$ cat config.mk
export PLATFORM = sky130hd
export DESIGN_NAME = uart_rx_di_buffer
export DESIGN_NICKNAME = d
export VERILOG_FILES = /design/src/rtl/uart_rx_buf_pkg.sv /design/src/rtl/sync_word_fifo.sv /design/src/rtl/uart_rx_di_buffer.sv
export SDC_FILE = /design/constraint.sdc
export NUM_CORES = 2
export LEC_CHECK = 0
export BUFFER_PORTS_ARGS = -buffer_cell sky130_fd_sc_hd__buf_2
export CAP_MARGIN = 20
export CORE_UTILIZATION = 51
export DETAILED_ROUTE_END_ITERATION = 10
export PLACE_DENSITY = 0.71
export SLEW_MARGIN = 20
export SYNTH_ARGS = -nofsm -noshare
export SYNTH_HDL_FRONTEND = slang
export SYNTH_SLANG_ARGS = --single-unit
$ cat constraint.sdc
create_clock -name ifclk -period 6.4 [get_ports ifclk]
set_clock_uncertainty 0.1 [all_clocks]
set_input_delay 1.28 -clock ifclk [delete_from_list [all_inputs] [get_ports ifclk]]
set_output_delay 1.28 -clock ifclk [all_outputs]
set_load 0.01 [all_outputs]
$ cat src/rtl/uart_rx_buf_pkg.sv
// Shared definitions for the UART receive DI buffer.
// Word layout: [23:0] bytes (first byte in [7:0]), [25:24] byte count,
// [29:26] zero, [30] framing error seen, [31] earlier word dropped.
package uart_rx_buf_pkg;

    localparam int CNT_LSB  = 24;
    localparam int FERR_BIT = 30;
    localparam int OVF_BIT  = 31;

    localparam logic [31:0] REG_DATA  = 32'd0;
    localparam logic [31:0] REG_LEVEL = 32'd1;

    localparam logic [15:0] ST_OK        = 16'h0000;
    localparam logic [15:0] ST_UNDERFLOW = 16'h0001;

    function automatic logic [31:0] pack_word(input logic ovf, input logic ferr,
                                              input logic [1:0] cnt, input logic [23:0] bytes);
        logic [31:0] w;
        w                     = '0;
        w[23:0]               = bytes;
        w[CNT_LSB +: 2]       = cnt;
        w[FERR_BIT]           = ferr;
        w[OVF_BIT]            = ovf;
        return w;
    endfunction

endpackage

$ cat src/rtl/sync_word_fifo.sv
// Synchronous first-word-fall-through FIFO.
// Ports: clk/rst_n (async active-low), push/wdata write side, pop read side,
// rdata always shows the head word, full/empty flags and level (word count).
// A push while full is accepted only when a pop happens in the same cycle;
// otherwise it is ignored and the caller is expected to account for it.
module sync_word_fifo #(
    parameter int W          = 32,
    parameter int DEPTH_LOG2 = 6
) (
    input  logic                  clk,
    input  logic                  rst_n,
    input  logic                  push,
    input  logic [W-1:0]          wdata,
    input  logic                  pop,
    output logic [W-1:0]          rdata,
    output logic                  full,
    output logic                  empty,
    output logic [DEPTH_LOG2:0]   level
);

    localparam int DEPTH = 2 ** DEPTH_LOG2;

    logic [W-1:0]            mem_q [DEPTH];
    logic [W-1:0]            mem_d [DEPTH];
    logic [DEPTH_LOG2-1:0]   wr_ptr_q, wr_ptr_d;
    logic [DEPTH_LOG2-1:0]   rd_ptr_q, rd_ptr_d;
    logic [DEPTH_LOG2:0]     cnt_q, cnt_d;
    logic                    wr_en, rd_en;

    assign full  = (cnt_q == (DEPTH_LOG2+1)'(DEPTH));
    assign empty = (cnt_q == '0);
    assign level = cnt_q;
    assign rdata = mem_q[rd_ptr_q];

    always_comb begin
        rd_en    = pop & ~empty;
        wr_en    = push & (~full | rd_en);
        mem_d    = mem_q;
        wr_ptr_d = wr_ptr_q;
        rd_ptr_d = rd_ptr_q;
        cnt_d    = cnt_q;
        if (wr_en) begin
            mem_d[wr_ptr_q] = wdata;
            wr_ptr_d        = wr_ptr_q + 1'b1;
        end
        if (rd_en) rd_ptr_d = rd_ptr_q + 1'b1;
        case ({wr_en, rd_en})
            2'b10:   cnt_d = cnt_q + 1'b1;
            2'b01:   cnt_d = cnt_q - 1'b1;
            default: cnt_d = cnt_q;
        endcase
    end

    always_ff @(posedge clk or negedge rst_n) begin
        if (!rst_n) begin
            for (int i = 0; i < DEPTH; i++) mem_q[i] <= '0;
            wr_ptr_q <= '0;
            rd_ptr_q <= '0;
            cnt_q    <= '0;
        end else begin
            mem_q    <= mem_d;
            wr_ptr_q <= wr_ptr_d;
            rd_ptr_q <= rd_ptr_d;
            cnt_q    <= cnt_d;
        end
    end

endmodule

$ cat src/rtl/uart_rx_di_buffer.sv
// Receive-side buffer: packs UART bytes into tagged 32-bit words, queues them
// and serves DI reads (address 0 = data, 1 = level) for this terminal.
// Ports: ifclk/resetb (async active-low); rx_byte/rx_valid/rx_ferr from the
// byte receiver; term_addr = own terminal; di_* = DI read interface;
// fifo_level = words queued.
module uart_rx_di_buffer
    import uart_rx_buf_pkg::*;
#(
    parameter int DEPTH_LOG2  = 6,
    parameter int TIMEOUT_CYC = 4800,
    parameter int TW          = 16
) (
    input  logic                  ifclk,
    input  logic                  resetb,
    input  logic [7:0]            rx_byte,
    input  logic                  rx_valid,
    input  logic                  rx_ferr,
    input  logic [15:0]           term_addr,
    input  logic [15:0]           di_term_addr,
    input  logic [31:0]           di_reg_addr,
    input  logic                  di_read_mode,
    input  logic                  di_read_req,
    input  logic                  di_read,
    output logic                  di_read_rdy,
    output logic [31:0]           di_reg_datao,
    output logic [15:0]           di_transfer_status,
    output logic                  di_en,
    output logic [DEPTH_LOG2:0]   fifo_level
);

    logic [23:0]   pkt_data_q, pkt_data_d;
    logic [1:0]    pkt_cnt_q,  pkt_cnt_d;
    logic          pkt_ferr_q, pkt_ferr_d;
    logic [TW-1:0] tmo_q,      tmo_d;
    logic          ovf_q,      ovf_d;
    logic          bubble_q,   bubble_d;
    logic [15:0]   status_q,   status_d;

    logic          data_sel, lvl_sel, flush_req, tmo_hit, pkt_push;
    logic          fifo_pop, fifo_full, fifo_empty, drop, underflow;
    logic [31:0]   push_word, head_word;

    sync_word_fifo #(.W(32), .DEPTH_LOG2(DEPTH_LOG2)) u_fifo (
        .clk   (ifclk),
        .rst_n (resetb),
        .push  (pkt_push),
        .wdata (push_word),
        .pop   (fifo_pop),
        .rdata (head_word),
        .full  (fifo_full),
        .empty (fifo_empty),
        .level (fifo_level)
    );

    always_comb begin
        di_en     = (di_term_addr == term_addr);
        data_sel  = (di_reg_addr == REG_DATA);
        lvl_sel   = (di_reg_addr == REG_LEVEL);
        flush_req = di_read_req & di_en & data_sel & (pkt_cnt_q != 2'd0);
        tmo_hit   = (pkt_cnt_q != 2'd0) & (tmo_q == TW'(TIMEOUT_CYC - 1));
        // Full word, host flush and timeout all push the same packer word,
        // so whichever fires, exactly one push happens.
        pkt_push  = (pkt_cnt_q == 2'd3) | flush_req | tmo_hit;
        push_word = pack_word(ovf_q, pkt_ferr_q, pkt_cnt_q, pkt_data_q);
        fifo_pop  = di_read & di_en & data_sel & ~fifo_empty;
        underflow = di_read & di_en & data_sel & fifo_empty;
        drop      = pkt_push & fifo_full & ~fifo_pop;

        ovf_d = ovf_q;
        if (drop)          ovf_d = 1'b1;
        else if (pkt_push) ovf_d = 1'b0;

        // Packer: a flush empties it; a byte in the same cycle starts afresh.
        pkt_data_d = pkt_data_q;
        pkt_cnt_d  = pkt_cnt_q;
        pkt_ferr_d = pkt_ferr_q;
        if (pkt_push) begin
            pkt_data_d = '0;
            pkt_cnt_d  = 2'd0;
            pkt_ferr_d = 1'b0;
        end
        if (rx_valid) begin
            pkt_data_d[{pkt_cnt_d, 3'b000} +: 8] = rx_byte;
            pkt_cnt_d  = pkt_cnt_d + 2'd1;
            pkt_ferr_d = pkt_ferr_d | rx_ferr;
        end

        tmo_d = tmo_q;
        if (rx_valid || pkt_push)   tmo_d = '0;
        else if (pkt_cnt_q != 2'd0) tmo_d = tmo_q + 1'b1;

        // After a pop the next head is held off for one cycle.
        bubble_d = fifo_pop;

        status_d = status_q;
        if (di_read_req) status_d = ST_OK;
        if (underflow)   status_d = ST_UNDERFLOW;
    end

    always_comb begin
        di_read_rdy  = 1'b0;
        di_reg_datao = '0;
        if (di_en) begin
            if (data_sel) begin
                di_read_rdy  = di_read_mode & ~fifo_empty & ~bubble_q;
                di_reg_datao = fifo_empty ? 32'd0 : head_word;
            end else if (lvl_sel) begin
                di_read_rdy  = di_read_mode;
                di_reg_datao = 32'(fifo_level);
            end
        end
    end

    assign di_transfer_status = status_q;

    always_ff @(posedge ifclk or negedge resetb) begin
        if (!resetb) begin
            pkt_data_q <= '0;
            pkt_cnt_q  <= '0;
            pkt_ferr_q <= 1'b0;
            tmo_q      <= '0;
            ovf_q      <= 1'b0;
            bubble_q   <= 1'b0;
            status_q   <= ST_OK;
        end else begin
            pkt_data_q <= pkt_data_d;
            pkt_cnt_q  <= pkt_cnt_d;
            pkt_ferr_q <= pkt_ferr_d;
            tmo_q      <= tmo_d;
            ovf_q      <= ovf_d;
            bubble_q   <= bubble_d;
            status_q   <= status_d;
        end
    end

endmodule

==> out/results.ini <==
[pwr]
power_mw = 26.8
power_switching_share_pct = 26.5
seqPwrFrac_pct = 46.6
peakVddDrop_mv = 0.266
intPower_mw = 19.7
p_comb_share_pct = 10.6
power_frac_clock_pct = 42.8
switching_power_mw = 7.10
p_leak_nw = 47.5
power_per_cell_area_mw_per_mm2 = 275

[routing]
drc_errors = 0
via_count = 47600
first_pass_iters = 5
antenna_left = 0
routedWlPerCell_um = 29.3
drt_wl_total_um = 225000
drt_iter0_markers = 3961
via_per_inst = 6.21

[die]
die_area_mm2 = 0.175
coreArea_mm2 = 0.172
initial_core_util_pct = 51.4
die_w_um = 418
io_pins = 136
rows = 152
dieHeight_um = 418

[synthesis]
yosysTopAreaCell = dfrtp_1
synth_edf_count = 0
synthTopCellsByArea = dfrtp_1 53%, mux4_2 14%, mux2_4 12%, mux2_2 11%, mux2_1 3.0%
synth_warnings = 0
syn_area_mm2 = 0.0884
seq_area_frac_synth_pct = 52.6
yosys.area.top_type_share_pct = 52.6
yosys_register_bits = 1857
synthArstFlopShare_pct = 100
synth_ff_type = dfrtp_1
synth_cell_type_count = 57
postSynthAreaPerCell_um2 = 16.9
syn_inst = 5225

[sta]
hold_viol_final = 0
max_clock_freq_mhz = 171
tightest_slew_ns = 1.17
post-route-min-period_ns = 5.84
drv_slew = 0
relSlewSlack_pct = 21.9
timing.final.ws_setup_ns = 0.555
setup_viol = 0
period_share_pct = 91.3
rsz0062_at_grt = no
tns_ns = 0

[setup_path]
rr_endpoint = u_fifo.level[6]
cpMaxStageDelayCell = dfrtp_4
timing.critical_path.from = u_fifo.rd_ptr_q[0]
rrSetupSlack_ns = 1.91
max_stage_delay_ns = 0.85
r2r_start = tmo_q[0]
endpoint = di_reg_datao[9]
critPathCaptureType = output port
cp_common_cell = mux4_2
crit_chain = buf_12 > buf_4 > mux4_2 > mux4_2 > mux4_2 > nor2b_1 > buf_2
start_kind = flip-flop
reg2regPathDepth = 18
path_class = reg2out
crit_path_max_fanout = 43
arrival_ns = 4.46
critPathRequiredTime_ns = 5.02

[global_routing]
grt.overflow.total = 0
antenna_found_initial = 9
grt_pass1_wl_um = 343000
first_global_vias = 50500
grt_max_degree = 184
grt.total_usage_pct = 26.3

[clock_tree]
holdBufCountCts = 0
clk_pin_slew_worst_paths_ns = 0.06
clkSinkCount = 1857
cts_made_buffers = 192
clock_latency_ns = 0.83
clockBufferDepth = 3
post_cts_resized = 0
cts_setup_buffers = 0
htree_levels = 4
cts_tree = built
clockRootBuffer = clkbuf_16

[worst_hold_path]
holdCritPathClass = in2async

[finish]
fin_nets = 5270
drive_gt1_share_pct = 53.3
fin_cells = 7657
fillers = 13100
postLayoutCoreUtil_pct = 56.7
synthToLayoutAreaGrowth_pct = 10.2

[placed_design]
gp_congestion = 0.836
dp_slack_ns = 0.617
placed_cells = 7293
dp_hpwl_um = 136000
portBuffers = 116

[job]
cap_violations = 0

[status]
status = completed

==> worst max-delay path: cells and delay by family, from the launching register on <==
kind                   cells  cell delay [ns]
buffers and inverters      3             0.95
flip-flops                 1             0.85
multiplexers               3             1.57
AND/OR/NAND/NOR            1             0.20
==> worst min-delay path by stage <==
stage / from / end / slack, ns / cells past startpoint
final: resetb / u_fifo.mem_q[618] / 0.36 / 1
after global placement: u_fifo.mem_q[652] / u_fifo.mem_q[652] / 0.36 / 1
after detailed placement: u_fifo.mem_q[649] / u_fifo.mem_q[649] / 0.37 / 1
after global routing: resetb / u_fifo.mem_q[554] / 0.38 / 1
after floorplan: u_fifo.mem_q[819] / u_fifo.mem_q[819] / 0.35 / 1
after CTS: resetb / u_fifo.mem_q[778] / 0.35 / 1
==> logic make-up (layout without fill, tap and decap cells) <==
family                   count (synthesis)  count (layout)  synth area share (%)
XOR/XNOR                                46              46                 0.456
adder cells (fa/ha/maj)                 16              16                 0.231
AND/OR/NAND/NOR                        241             241                  1.97
buffers and inverters                  580             678                  3.55
flip-flops                            1857            1857                  52.6
multiplexers                          2387            2387                  40.4
AO/OA/AOI/OAI                           97              97                 0.793
other                                    1              25               0.00424
==> per-stage QoR <==
| stage | cell area [um2] | hold WS [ns] |
|---|---|---|
| 3_5_place_dp | 90900 | 0.371 |
| 4_1_cts | 97400 | 0.354 |
| 2_1_floorplan | 88400 | 0.352 |
| 3_3_place_gp | 90900 | 0.362 |
| 5_1_grt | 97400 | 0.380 |
| 6_report | 97400 | 0.358 |
==> layout make-up <==
| cell class | instances | area (um2) | share of cell area, % |
|---|---|---|---|
| tap | 2310 | 2890 | 2.97 |
| timing repair buffer | 299 | 2470 | 2.54 |
| sequential | 1857 | 46500 | 47.8 |
| inverter | 21 | 78.8 | 0.0809 |
| clock inverter | 55 | 624 | 0.641 |
| clock buffer | 303 | 5880 | 6.04 |
| antenna | 6 | 15.0 | 0.0154 |
| multi-input combinational | 2806 | 38900 | 40.0 |
==> power by group through the flow <==
| stage | logic (mW) | clock network, mW | registers (mW) |
|---|---|---|---|
| floorplan | 1.81 | 0 | 12.5 |
| global placement | 2.75 | 0 | 12.7 |
| detailed placement | 2.81 | 0 | 12.7 |
| CTS | 2.82 | 11.6 | 12.5 |
| global route | 3.01 | 12.1 | 12.5 |
| finish | 2.83 | 11.5 | 12.5 |
==> per-layer routing <==
metal / track usage [%] / up-vias / wire (um)
met3: 4.28 / 339 / 12100
met2: 40.2 / 1254 / 105000
met4: 8.38 / 4 / 6710
met5: 0 / - / 26
li1: - / 19400 / -
met1: 38.8 / 26600 / 101000
==> flip-flops by register name, indices dropped and copies added, names as in the netlist <==
signal and count:
pkt_data_q 24, bubble_q 1, pkt_ferr_q 1, ovf_q 1, u_fifo.level 7, u_fifo.mem_q 1792
tmo_q 16, u_fifo.wr_ptr_q 6, pkt_cnt_q 2, di_transfer_status 1, u_fifo.rd_ptr_q 6
==> placed cells by master, fill, tap and decap left out, types with 12 or more instances in the layout <==
master / count
a21oi_1: 15
a22o_1: 17
buf_12: 41
buf_2: 115
buf_4: 143
clkbuf_1: 51
clkbuf_16: 197
clkbuf_8: 55
clkinv_2: 33
conb_1: 19
dfrtp_1: 1823
dfrtp_2: 28
ha_1: 13
inv_1: 21
mux2_1: 234
mux2_2: 894
mux2_4: 680
mux2i_1: 19
mux4_2: 560
nand2_1: 28
nor2_1: 30
nor2b_1: 28
nor3_1: 18
nor4_1: 12
nor4_4: 21
o21ai_0: 15
or4_2: 42
xnor2_1: 13
xor2_1: 33
==> synthesized netlist by cell type, types with 12 or more instances <==
library cell	number
nor4_1	12
nor2_1	30
nor2b_1	28
buf_6	98
mux2_2	894
xnor2_1	13
mux2_4	680
nor4_4	21
a21oi_1	15
buf_1	56
xor2_1	33
or4_1	46
buf_2	58
mux2i_1	19
o21ai_0	15
ha_1	13
buf_4	40
dfrtp_1	1857
mux2_1	234
a22o_1	17
nand2_1	28
nor3_1	18
mux4_2	560
inv_1	21
clkbuf_1	307
Power figures use the tool's default switching activity.
